**src/rtl/hazard_unit_sb.sv**
```systemverilog
// rtl/hazard_unit_sb.sv - 5-stage hazard unit with mul/div scoreboard, outstanding limiter, watchdog
// Optional perf counters when HAZARD_PERF_CNT_EN is defined.
module hazard_unit_sb #(
  parameter int NREG    = 32,
  parameter int MC_OUTS = 2,
  parameter int TIMEOUT = 64,
  localparam int AW = $clog2(NREG),
  localparam int CW = $clog2(MC_OUTS + 1),
  localparam int WW = $clog2(TIMEOUT + 1)
) (
  input  logic          clk,
  input  logic          rst_n,
`ifdef HAZARD_PERF_CNT_EN
  input  logic          perf_clr,
  output logic [31:0]   perf_stall_cnt,
  output logic [31:0]   perf_flush_cnt,
  output logic [31:0]   perf_mc_cnt,
`endif
  input  logic [AW-1:0] D_rf_a1,
  input  logic [AW-1:0] D_rf_a2,
  input  logic [AW-1:0] D_rf_a3,
  input  logic          D_we_rf,
  input  logic          D_is_mc,
  input  logic [AW-1:0] E_rf_a1,
  input  logic [AW-1:0] E_rf_a2,
  input  logic [AW-1:0] E_rf_a3,
  input  logic [AW-1:0] M_rf_a3,
  input  logic [AW-1:0] W_rf_a3,
  input  logic          M_we_rf,
  input  logic          W_we_rf,
  input  logic          E_sel_result0,
  input  logic          E_pcsrc,
  input  logic          E_mc_start,
  input  logic          mc_done,
  input  logic [AW-1:0] mc_rd,
  output logic          F_stall,
  output logic          D_stall,
  output logic          D_flush,
  output logic          E_flush,
  output logic [1:0]    E_fd_A,
  output logic [1:0]    E_fd_B,
  output logic          mc_busy,
  output logic          mc_timeout
);

  localparam logic [CW-1:0] CNT_MAX = CW'(MC_OUTS);
  localparam logic [WW-1:0] WD_MAX  = WW'(TIMEOUT);

  logic [NREG-1:0] sb_q, sb_d;
  logic [CW-1:0]   cnt_q, cnt_d;
  logic [WW-1:0]   wd_q, wd_d;
  logic            timeout_q, timeout_d;

  logic            lw_stall, sb_stall, st_stall, stall;
  logic            set_en, clr_en;
  logic [CW:0]     cnt_next_issue;

  function automatic logic [1:0] fwd_sel(input logic [AW-1:0] src);
    if (src != '0 && src == M_rf_a3 && M_we_rf)      return 2'b10;
    else if (src != '0 && src == W_rf_a3 && W_we_rf) return 2'b01;
    else                                              return 2'b00;
  endfunction

  always_comb begin
    E_fd_A = fwd_sel(E_rf_a1);
    E_fd_B = fwd_sel(E_rf_a2);

    lw_stall = E_sel_result0 && (E_rf_a3 != '0) &&
               ((D_rf_a1 == E_rf_a3) || (D_rf_a2 == E_rf_a3));
    sb_stall = sb_q[D_rf_a1] || sb_q[D_rf_a2] || (D_we_rf && sb_q[D_rf_a3]);
    // An issue happening in E this cycle already consumes a slot.
    cnt_next_issue = {1'b0, cnt_q} + {{CW{1'b0}}, E_mc_start};
    st_stall = D_is_mc && (cnt_next_issue >= {1'b0, CNT_MAX});
    stall    = lw_stall || sb_stall || st_stall;

    F_stall = stall && !E_pcsrc;
    D_stall = stall && !E_pcsrc;
    D_flush = E_pcsrc;
    E_flush = stall || E_pcsrc;

    mc_busy    = (cnt_q != '0);
    mc_timeout = timeout_q;
  end

  always_comb begin
    sb_d  = sb_q;
    cnt_d = cnt_q;
    set_en = E_mc_start && (E_rf_a3 != '0);
    clr_en = mc_done && sb_q[mc_rd];
    // Set is applied after clear so a same-register collision leaves the bit set.
    if (clr_en) sb_d[mc_rd] = 1'b0;
    if (set_en) sb_d[E_rf_a3] = 1'b1;
    if (set_en && !clr_en && cnt_q != CNT_MAX) cnt_d = cnt_q + CW'(1);
    else if (clr_en && !set_en && cnt_q != '0) cnt_d = cnt_q - CW'(1);

    wd_d = wd_q;
    if (!mc_busy || mc_done)  wd_d = '0;
    else if (wd_q != WD_MAX)  wd_d = wd_q + WW'(1);
    timeout_d = timeout_q || (wd_d == WD_MAX);
  end

  always_ff @(posedge clk or negedge rst_n) begin
    if (!rst_n) begin
      sb_q      <= '0;
      cnt_q     <= '0;
      wd_q      <= '0;
      timeout_q <= 1'b0;
    end else begin
      sb_q      <= sb_d;
      cnt_q     <= cnt_d;
      wd_q      <= wd_d;
      timeout_q <= timeout_d;
    end
  end

`ifdef HAZARD_PERF_CNT_EN
  logic [31:0] perf_stall_q, perf_stall_d;
  logic [31:0] perf_flush_q, perf_flush_d;
  logic [31:0] perf_mc_q, perf_mc_d;

  always_comb begin
    perf_stall_d = perf_stall_q;
    perf_flush_d = perf_flush_q;
    perf_mc_d    = perf_mc_q;
    if (perf_clr) begin
      perf_stall_d = '0;
      perf_flush_d = '0;
      perf_mc_d    = '0;
    end else begin
      if (F_stall && perf_stall_q != '1) perf_stall_d = perf_stall_q + 32'd1;
      if (D_flush && perf_flush_q != '1) perf_flush_d = perf_flush_q + 32'd1;
      if (set_en  && perf_mc_q    != '1) perf_mc_d    = perf_mc_q + 32'd1;
    end
  end

  always_ff @(posedge clk or negedge rst_n) begin
    if (!rst_n) begin
      perf_stall_q <= '0;
      perf_flush_q <= '0;
      perf_mc_q    <= '0;
    end else begin
      perf_stall_q <= perf_stall_d;
      perf_flush_q <= perf_flush_d;
      perf_mc_q    <= perf_mc_d;
    end
  end

  assign perf_stall_cnt = perf_stall_q;
  assign perf_flush_cnt = perf_flush_q;
  assign perf_mc_cnt    = perf_mc_q;
`endif

endmodule
```
**config.mk**
```make
export PLATFORM = sky130hd
export DESIGN_NAME = hazard_unit_sb
export DESIGN_NICKNAME = d
export VERILOG_FILES = /design/src/rtl/hazard_unit_sb.sv
export SDC_FILE = /design/constraint.sdc
export NUM_CORES = 1
export LEC_CHECK = 0
export CAP_MARGIN = 20
export CORE_MARGIN = 3
export CORE_UTILIZATION = 25
export DETAILED_ROUTE_END_ITERATION = 12
export GPL_ROUTABILITY_DRIVEN = 0
export PLACE_DENSITY = 0.43
export RECOVER_POWER = 100
export SKIP_LAST_GASP = 1
export SLEW_MARGIN = 40
export SYNTH_ARGS = -nofsm -noshare
export SYNTH_HDL_FRONTEND = slang
export SYNTH_SLANG_ARGS = --single-unit
```
**constraint.sdc**
```tcl
create_clock -name clk -period 4.2 [get_ports clk]
set_input_delay 0.84 -clock clk [delete_from_list [all_inputs] [get_ports clk]]
set_output_delay 0.84 -clock clk [all_outputs]
set_load 0.005 [all_outputs]
```
== Yosys cells after proc, flatten, opt, wreduce, memory -nomap -nowiden ==
Index checks and enable logic that the tools add are counted.
Word-level totals
  output and inout bits: 10
  register bits after elaboration: 42
  logic and storage cells: 88
  bits of input ports: 55
Cells by class
  reduce and logical (&&, ||, !) cells: 38
  $add $sub $neg: 4
  muxes and demuxes: 22
  equality and inequality tests: 9
  bitwise gates (word level): 3
  magnitude comparators: 8
Operators with widths (count)
  2-to-1 mux 32 bit: 2
  bitwise AND 32 bit: 1
  NOT 32 bit: 1
  bitwise OR 32 bit: 1
  equality test 5 bit: 6
  < comparator 5 x 6 -> 1 bit (second input constant): 5
  logical AND 1 bit: 21
  binary-select mux 1 bit (select 5 bit): 4
  nonzero test 5 bit: 3
  2-to-1 mux 7 bit: 2
  demux 1 bit (select 5 bit): 2
  >= comparator 5 x 1 -> 1 bit (second input constant): 2
  logical OR 1 bit: 8
  2-to-1 mux 1 bit: 8
  2-to-1 mux 2 bit: 4
  adder 7 x 1 -> 7 bit (second input constant): 1
  equality test 7 bit (second input constant): 1
  != test 7 bit (second input constant): 1
  zero test 1 bit: 4
  nonzero test 2 bit: 2
  adder 2 x 1 -> 3 bit: 1
  >= comparator 3 x 2 -> 1 bit (second input constant): 1
  adder 2 x 1 -> 2 bit (second input constant): 1
  != test 2 bit (second input constant): 1
  subtractor 2 x 1 -> 2 bit (second input constant): 1

== Logic depth before layout (Yosys ltp) ==
Gate-level depths: netlist of the first run.
  word-level depth: 9
  mapped depth: 11
  mapped depth without buffers: 7

== Worst setup path before layout of the first run ==
Ideal clock, no wire load.
  path type: in2out
  start point: in D_rf_a1[1]
  end point: out F_stall
  arrival time: 2.727 ns
  slack: 0.633 ns
  stages on the path: 7
  data required time: 3.360 ns
  path buffers: 2
  cell sequence: clkbuf_1 > mux4_2 > nor2b_1 > a2111oi_0 > o31a_1 > a31oi_1 > buf_4
Between the ends
  word-level cells in the longest chain between the ends: 7
  elaborated cells between the ends (all ways): 10
  those cells by class: eq/ne (1); mux (2); reduce/logical (7)
RTL lines
  start, declared: RTL line 19  | input logic [AW-1:0] D_rf_a1,
  binary-select mux 1 bit (select 5 bit): RTL line 70  | sb_stall = sb_q[D_rf_a1] || sb_q[D_rf_a2] || (D_we_rf && sb_q[D_rf_a3]);
  2-to-1 mux 1 bit (implied by the code): RTL line 70
  logical OR 1 bit (2 in a row): RTL line 70
  logical OR 1 bit (*) (2 in a row): RTL line 74  | stall = lw_stall || sb_stall || st_stall;
  logical AND 1 bit (*)
  end, declared: RTL line 36  | output logic F_stall,
Every way passes the cells marked *; elsewhere a longest branch is shown, timed or not. The select of a mux whose other input is x is not followed.

== Worst setup path after layout of the first run ==
  start point: in D_rf_a1[2]
  end point: out F_stall
Between the ends
  word-level cells in the longest chain between the ends: 7
  elaborated cells between the ends (all ways): 10
  those cells by class: eq/ne (1); mux (2); reduce/logical (7)
RTL lines
  binary-select mux 1 bit (select 5 bit): RTL line 70
  2-to-1 mux 1 bit (implied by the code): RTL line 70
  logical OR 1 bit (2 in a row): RTL line 70
  logical OR 1 bit (*) (2 in a row): RTL line 74
  logical AND 1 bit (*): RTL line 76  | F_stall = stall && !E_pcsrc;
Marks and branches as above.

==> results of run 1 <==
## worst max-delay path, stage by stage
cell and delay [ps]:
clkdlybuf4s50_1 640, buf_4 220, mux4_2 190, mux2i_1 90, and3_1 200, o31a_1 300, a31oi_1 170, clkdlybuf4s50_1 530
## layout by cell type, fill, tap and decap left out, types with 3 or more instances in the layout
master,count
a22oi_1,13
a31oi_1,5
a32oi_1,8
and2_1,3
and3_1,6
buf_4,23
clkbuf_1,3
clkbuf_16,5
clkdlybuf4s50_1,50
dfrtp_1,42
dlygate4sd3_1,9
inv_1,28
mux2i_1,16
mux4_2,24
nand2_1,34
nand2b_1,4
nand3_1,11
nand3b_1,6
nand4_1,4
nor2_1,20
nor2b_1,7
nor3_1,8
nor3b_1,7
nor4_1,6
o21ai_0,18
o21ai_1,9
o221ai_1,6
o22ai_1,4
o31ai_1,8
o41ai_1,3
or2_2,3
or4_1,3
xnor2_1,24
xor2_1,12
## worst max-delay path by stage
stage	end	startpoint	slack, ps	cells after the start
2_1_floorplan	F_stall	D_rf_a1[1]	630	7
3_3_place_gp	F_stall	D_rf_a3[1]	-70	8
3_5_place_dp	F_stall	D_rf_a3[1]	-90	8
4_1_cts	E_flush	D_rf_a1[1]	2	9
5_1_grt	D_stall	D_rf_a1[2]	-4	7
6_report	F_stall	D_rf_a1[2]	180	8
## state kept, by name (all words and copies together), names as in the netlist
register and flops:
cnt_q 2, wd_q 7, mc_timeout 1, sb_q 32
## power by group
group	internal [W]	switching, W	leakage [nW]
clock	0.000279	0.000170	0.0836
combinational	0.000216	0.000204	1.42
sequential	0.000445	0.0000701	0.443
## per-stage QoR
| stage | setup WS (ps) | util | instances | setup TNS, ps |
|---|---|---|---|---|
| after floorplan | 633 | - | 400 | 0 |
| after global placement | -69.9 | 0.327 | 641 | -160 |
| after detailed placement | -87.3 | 0.327 | 641 | -239 |
| after CTS | 1.50 | 0.338 | 649 | 0 |
| after global routing | -3.65 | 0.336 | 649 | -3.65 |
| final | 179 | 0.336 | 649 | 0 |
## per-layer routing
| metal | wire length, µm | global-route usage | share of wire |
|---|---|---|---|
| met5 | 0 | 0 | 0 |
| met3 | 753 | 0.0242 | 0.058 |
| met1 | 6000 | 0.221 | 0.47 |
| met4 | 141 | 0.0406 | 0.011 |
| met2 | 5990 | 0.254 | 0.46 |
## logic make-up after synthesis
logic type | after synthesis | share of synthesized area
multiplexers | 42 | 0.194
adder cells (fa/ha/maj) | 2 | 0.00672
AND/OR/NAND/NOR | 131 | 0.193
AO/OA/AOI/OAI | 89 | 0.171
XOR/XNOR | 36 | 0.0847
buffers and inverters | 58 | 0.0676
flip-flops | 42 | 0.282
## final cells by class
class | instances | area share
Clock inverter | 3 | 0.00839
Multi-Input combinational cell | 300 | 0.503
Inverter | 28 | 0.0220
Timing Repair Buffer | 91 | 0.173
Tap cell | 180 | 0.0472
Sequential cell | 42 | 0.220
Clock buffer | 5 | 0.0262
## timing repair
action                                  in CTS  in global routing
resized for setup                            4                  3
endpoints found under the setup margin       3                  3
pin swaps                                    1                  2
setup buffers                                0                  0
==> flow_summary.yaml, run 1 <==
outcome:
  status: "complete, but fails checks"
  violations: "capacitance limit, slew limit"
placement:
  post_dp_cell_area_um2: 4640
  port_buffers: 64
  hpwlAfterDp_um: 10300
cells_and_area:
  diodes: 0
  finalInstanceArea_um2: 4770
  multi_input_area_um2: 2400
  syn_to_final_growth_pct: 28.2
  fill_cells: 1502
  nets: 525
  seq_area_um2: 1050
  layout-drive-gt1-share: 0.132
worst_setup_path:
  ff2ff_setup_slack_ps: 1250
  worst_ep_required_time_ps: 3360
  cp.arrival_ps: 3180
  worst-path-max-fanout: 5
  rr_endpoint: "sb_q[25]"
  end_kind: "output port"
  worstSetupPathType: "input pin to output port"
  start_kind: "input pin"
  ff2ff_path_depth: 9
  r2r-start: "sb_q[23]"
floorplanning:
  dieArea_um2: 16400
  core-area_um2: 14200
  pin_count: 65
  start_util: 0.262
  rows: 43
  die_x_um: 128
  die_h_um: 128
cts:
  cts_buffers: 5
  root_buffer: "clkbuf_16"
  tritoncts: "built"
  htree_levels: 2
  clk_pin_slew_worst_paths_ps: 60
  clockBufferDepth: 2
  cts_sinks: 42
  cts_hold_buffers: 0
  clk_latency_ps: 290
sta:
  tightest_slew_ps: 2390
  slew_viol_final: 43
  hold_viol: 0
  setup_viol: 0
  finalCritPeriodShare: 0.957
  hold_ws_ps: 497
  finalCriticalPeriod_ps: 4020
  fmax_mhz: 249
  relSlewSlack: -0.594
  fin_skew_ps: 5.50
yosys:
  synth_area_leaders: "dfrtp_1, mux4_2, xnor2_1, mux2i_1, nand2_1"
  ys.flop_type: "dfrtp_1"
  synth_seq_cells: 42
  yosysMostFrequentCell: "dfrtp_1"
  seq_area_frac_synth: 0.282
  syn_area_um2: 3720
  synthCells: 400
  synth_top_cell_area_share: 0.282
  synth_common_cells: "dfrtp_1, nand2_1, inv_1, mux4_2, xnor2_1"
  yosysUniqueCellTypes: 53
  synth_fp_nets: 457
  ys_async_sr_fraction: 1.00
  synth_enable_flop_cells: 0
  yosys.area.top_type: "dfrtp_1"
  syn_area_per_cell_um2: 9.31
  yosys_warnings: 0
global_route:
  overflow: 0
  track_usage: 0.158
  grt_pass1_vias: 3514
  grt_max_degree: 43
  antenna_found_initial: 0
  grt_pass1_wl_um: 20000
routing:
  firstDrtPassIters: 5
  viasPerCell: 5.41
  num_vias: 3508
  drtAntennaViolNets: 0
  dr.first_iter.drc_count: 268
  avgRoutedWirePerCell_um: 19.9
  drt_wl_total_um: 12900
  post-route-drc-count: 0
worst_hold_path:
  hold_end: "mc_timeout"
  hold_class: "register to register"
  min_path_cells: 2
  hp-start: "mc_timeout"
flow_run:
  drv_cap: 1
power_and_ir_drop:
  ir_worst_vdd_mv: 0.132
  p_leak_nw: 1.95
  p_per_area_nw_per_um2: 290
  power.total_w: 0.00138
No activity file was read; power rests on OpenSTA's default activity.
==> run 2, diff against run 1 <==
- CTS_BUF_LIST: not set -> sky130_fd_sc_hd__clkbuf_8
- CTS_CLUSTER_SIZE: not set -> 20
==> flow_summary.yaml, run 2 (same netlist as run 1, synthesis figures left out) <==
cts:
  cts_sinks: 42
  root_buffer: "clkbuf_8"
  htree_levels: 2
  clockBufferDepth: 2
  post_cts_buffers: 0
  cts_buffers: 5
  clk_pin_slew_worst_paths_ps: 90
  tritoncts: "built"
  clk_latency_ps: 310
  cts_hold_buffers: 0
global_route:
  track_usage: 0.158
  antenna_found_initial: 0
  grt-busiest-layer: "met2"
  grt_pass1_vias: 3518
  overflow: 0
  grt_max_degree: 43
  grt_pass1_wl_um: 20000
  met2_usage: 0.254
  globalRouteMet1Util: 0.220
  use_met3: 0.0275
routing:
  post-route-drc-count: 0
  firstDrtPassIters: 5
  drtAntennaViolNets: 0
  drt_wl_total_um: 12900
  avgRoutedWirePerCell_um: 19.9
  dr.first_iter.drc_count: 306
  viasPerCell: 5.41
  num_vias: 3511
cells_and_area:
  largest_reg_flops: 32
  regMostFlops: "sb_q"
  final_cell_mix: "clkdlybuf4s50_1, dfrtp_1, nand2_1, inv_1"
  finalInstanceArea_um2: 4720
  syn_to_final_growth_pct: 26.8
  nets: 525
  layout-drive-gt1-share: 0.132
  fin_cells: 649
  final_common_cell: "clkdlybuf4s50_1"
  diodes: 0
  reg_top3: "sb_q: 32 flops, wd_q: 7 flops, cnt_q: 2 flops"
worst_setup_path:
  crit_path_frequent_cell: "clkdlybuf4s50_1"
  ff2ff_setup_slack_ps: 1300
  worst_ep_required_time_ps: 3360
  cp.arrival_ps: 3180
  crit_chain: "clkdlybuf4s50_1, buf_4, mux4_2, mux2i_1, and3_1, o31a_1, a31oi_1, clkdlybuf4s50_1"
  end_kind: "output port"
  crit_family: "buffers and inverters"
  cp.depth: 8
  rr_endpoint: "sb_q[26]"
  max_stage_delay_ps: 640
  start_kind: "input pin"
  ff2ff_path_depth: 9
  worstSetupPathType: "input pin to output port"
  cp_slowest_cell: "clkdlybuf4s50_1"
  startpoint: "D_rf_a1[2]"
  crit_end: "F_stall"
  worst-path-max-fanout: 5
  r2r-start: "sb_q[23]"
  cp.buffers_inverters: 3
placement:
  port_buffers: 64
  post_dp_cell_area_um2: 4640
  hpwlAfterDp_um: 10300
  place_inst: 641
sta:
  relSlewSlack: -0.600
  fin_skew_ps: 7.41
  fmax_mhz: 249
  slew_viol_final: 43
  finalCriticalPeriod_ps: 4020
  finalCritPeriodShare: 0.957
  setup_viol: 0
  tightest_slew_ps: 2400
  hold_viol: 0
  setup_tns_ps: 0
outcome:
  status: "complete, but fails checks"
  violations: "capacitance limit, slew limit"
floorplanning:
  core-area_um2: 14200
  pin_count: 65
  rows: 43
  die_x_um: 128
  start_util: 0.262
  dieArea_um2: 16400
  die_h_um: 128
worst_hold_path:
  hold_class: "register to register"
power_and_ir_drop:
  power.total_w: 0.00127
  p_leak_nw: 1.92
  ir_worst_vdd_mv: 0.0990
  p_per_area_nw_per_um2: 269
flow_run:
  drv_cap: 1
==> run 2: worst register-to-register path: cells and delay by family (launching register included) <==
| family | cells | cell delay [ps] |
|---|---|---|
| AOI/OAI and AO/OA | 4 | 980 |
| buffers and inverters | 2 | 720 |
| DFF | 1 | 450 |
| muxes | 1 | 360 |
| and+or+nand+nor | 2 | 310 |
==> run 2: cell type report <==
class	count	area, µm²
clock inverters	3	40.0
repair buffers	91	830
clock buffers	5	68.8
multi-input cells	300	2400
well taps	180	225
fillers	1504	9480
inverters	28	105
flip-flops and latches	42	1050
==> run 2: what timing repair did <==
item,in CTS,in global routing
setup endpoints to repair,3,3
gates resized for setup,4,3
pin swaps,1,2
==> run 2: power by group <==
| part | internal, W | switching [W] | total (W) |
|---|---|---|---|
| clock network | 0.000175 | 0.000157 | 0.000332 |
| logic | 0.000216 | 0.000204 | 0.000420 |
| registers | 0.000444 | 0.0000705 | 0.000515 |
==> run 2: routing by layer <==
layer	up-vias	share of wire
li1	1638	-
met1	1736	0.46
met2	129	0.46
met3	8	0.062
met4	0	0.011
met5	-	0
==> run 2: worst min path at each step <==
stage	startpoint	to	slack [ps]	cells after the start
detailed placement	mc_timeout	mc_timeout	490	2
floorplan	mc_timeout	mc_timeout	460	2
finish	mc_timeout	mc_timeout	500	2
global placement	mc_timeout	mc_timeout	470	2
global route	mc_timeout	mc_timeout	560	2
CTS	mc_timeout	mc_timeout	520	2
==> run 2: stage by stage <==
stage	utilization	setup slack [ps]	hold WS [ps]
finish	0.332	181	504
global route	0.332	-3.65	563
CTS	0.334	1.50	522
detailed placement	0.327	-87.3	487
global placement	0.327	-69.9	468
floorplan	-	633	460
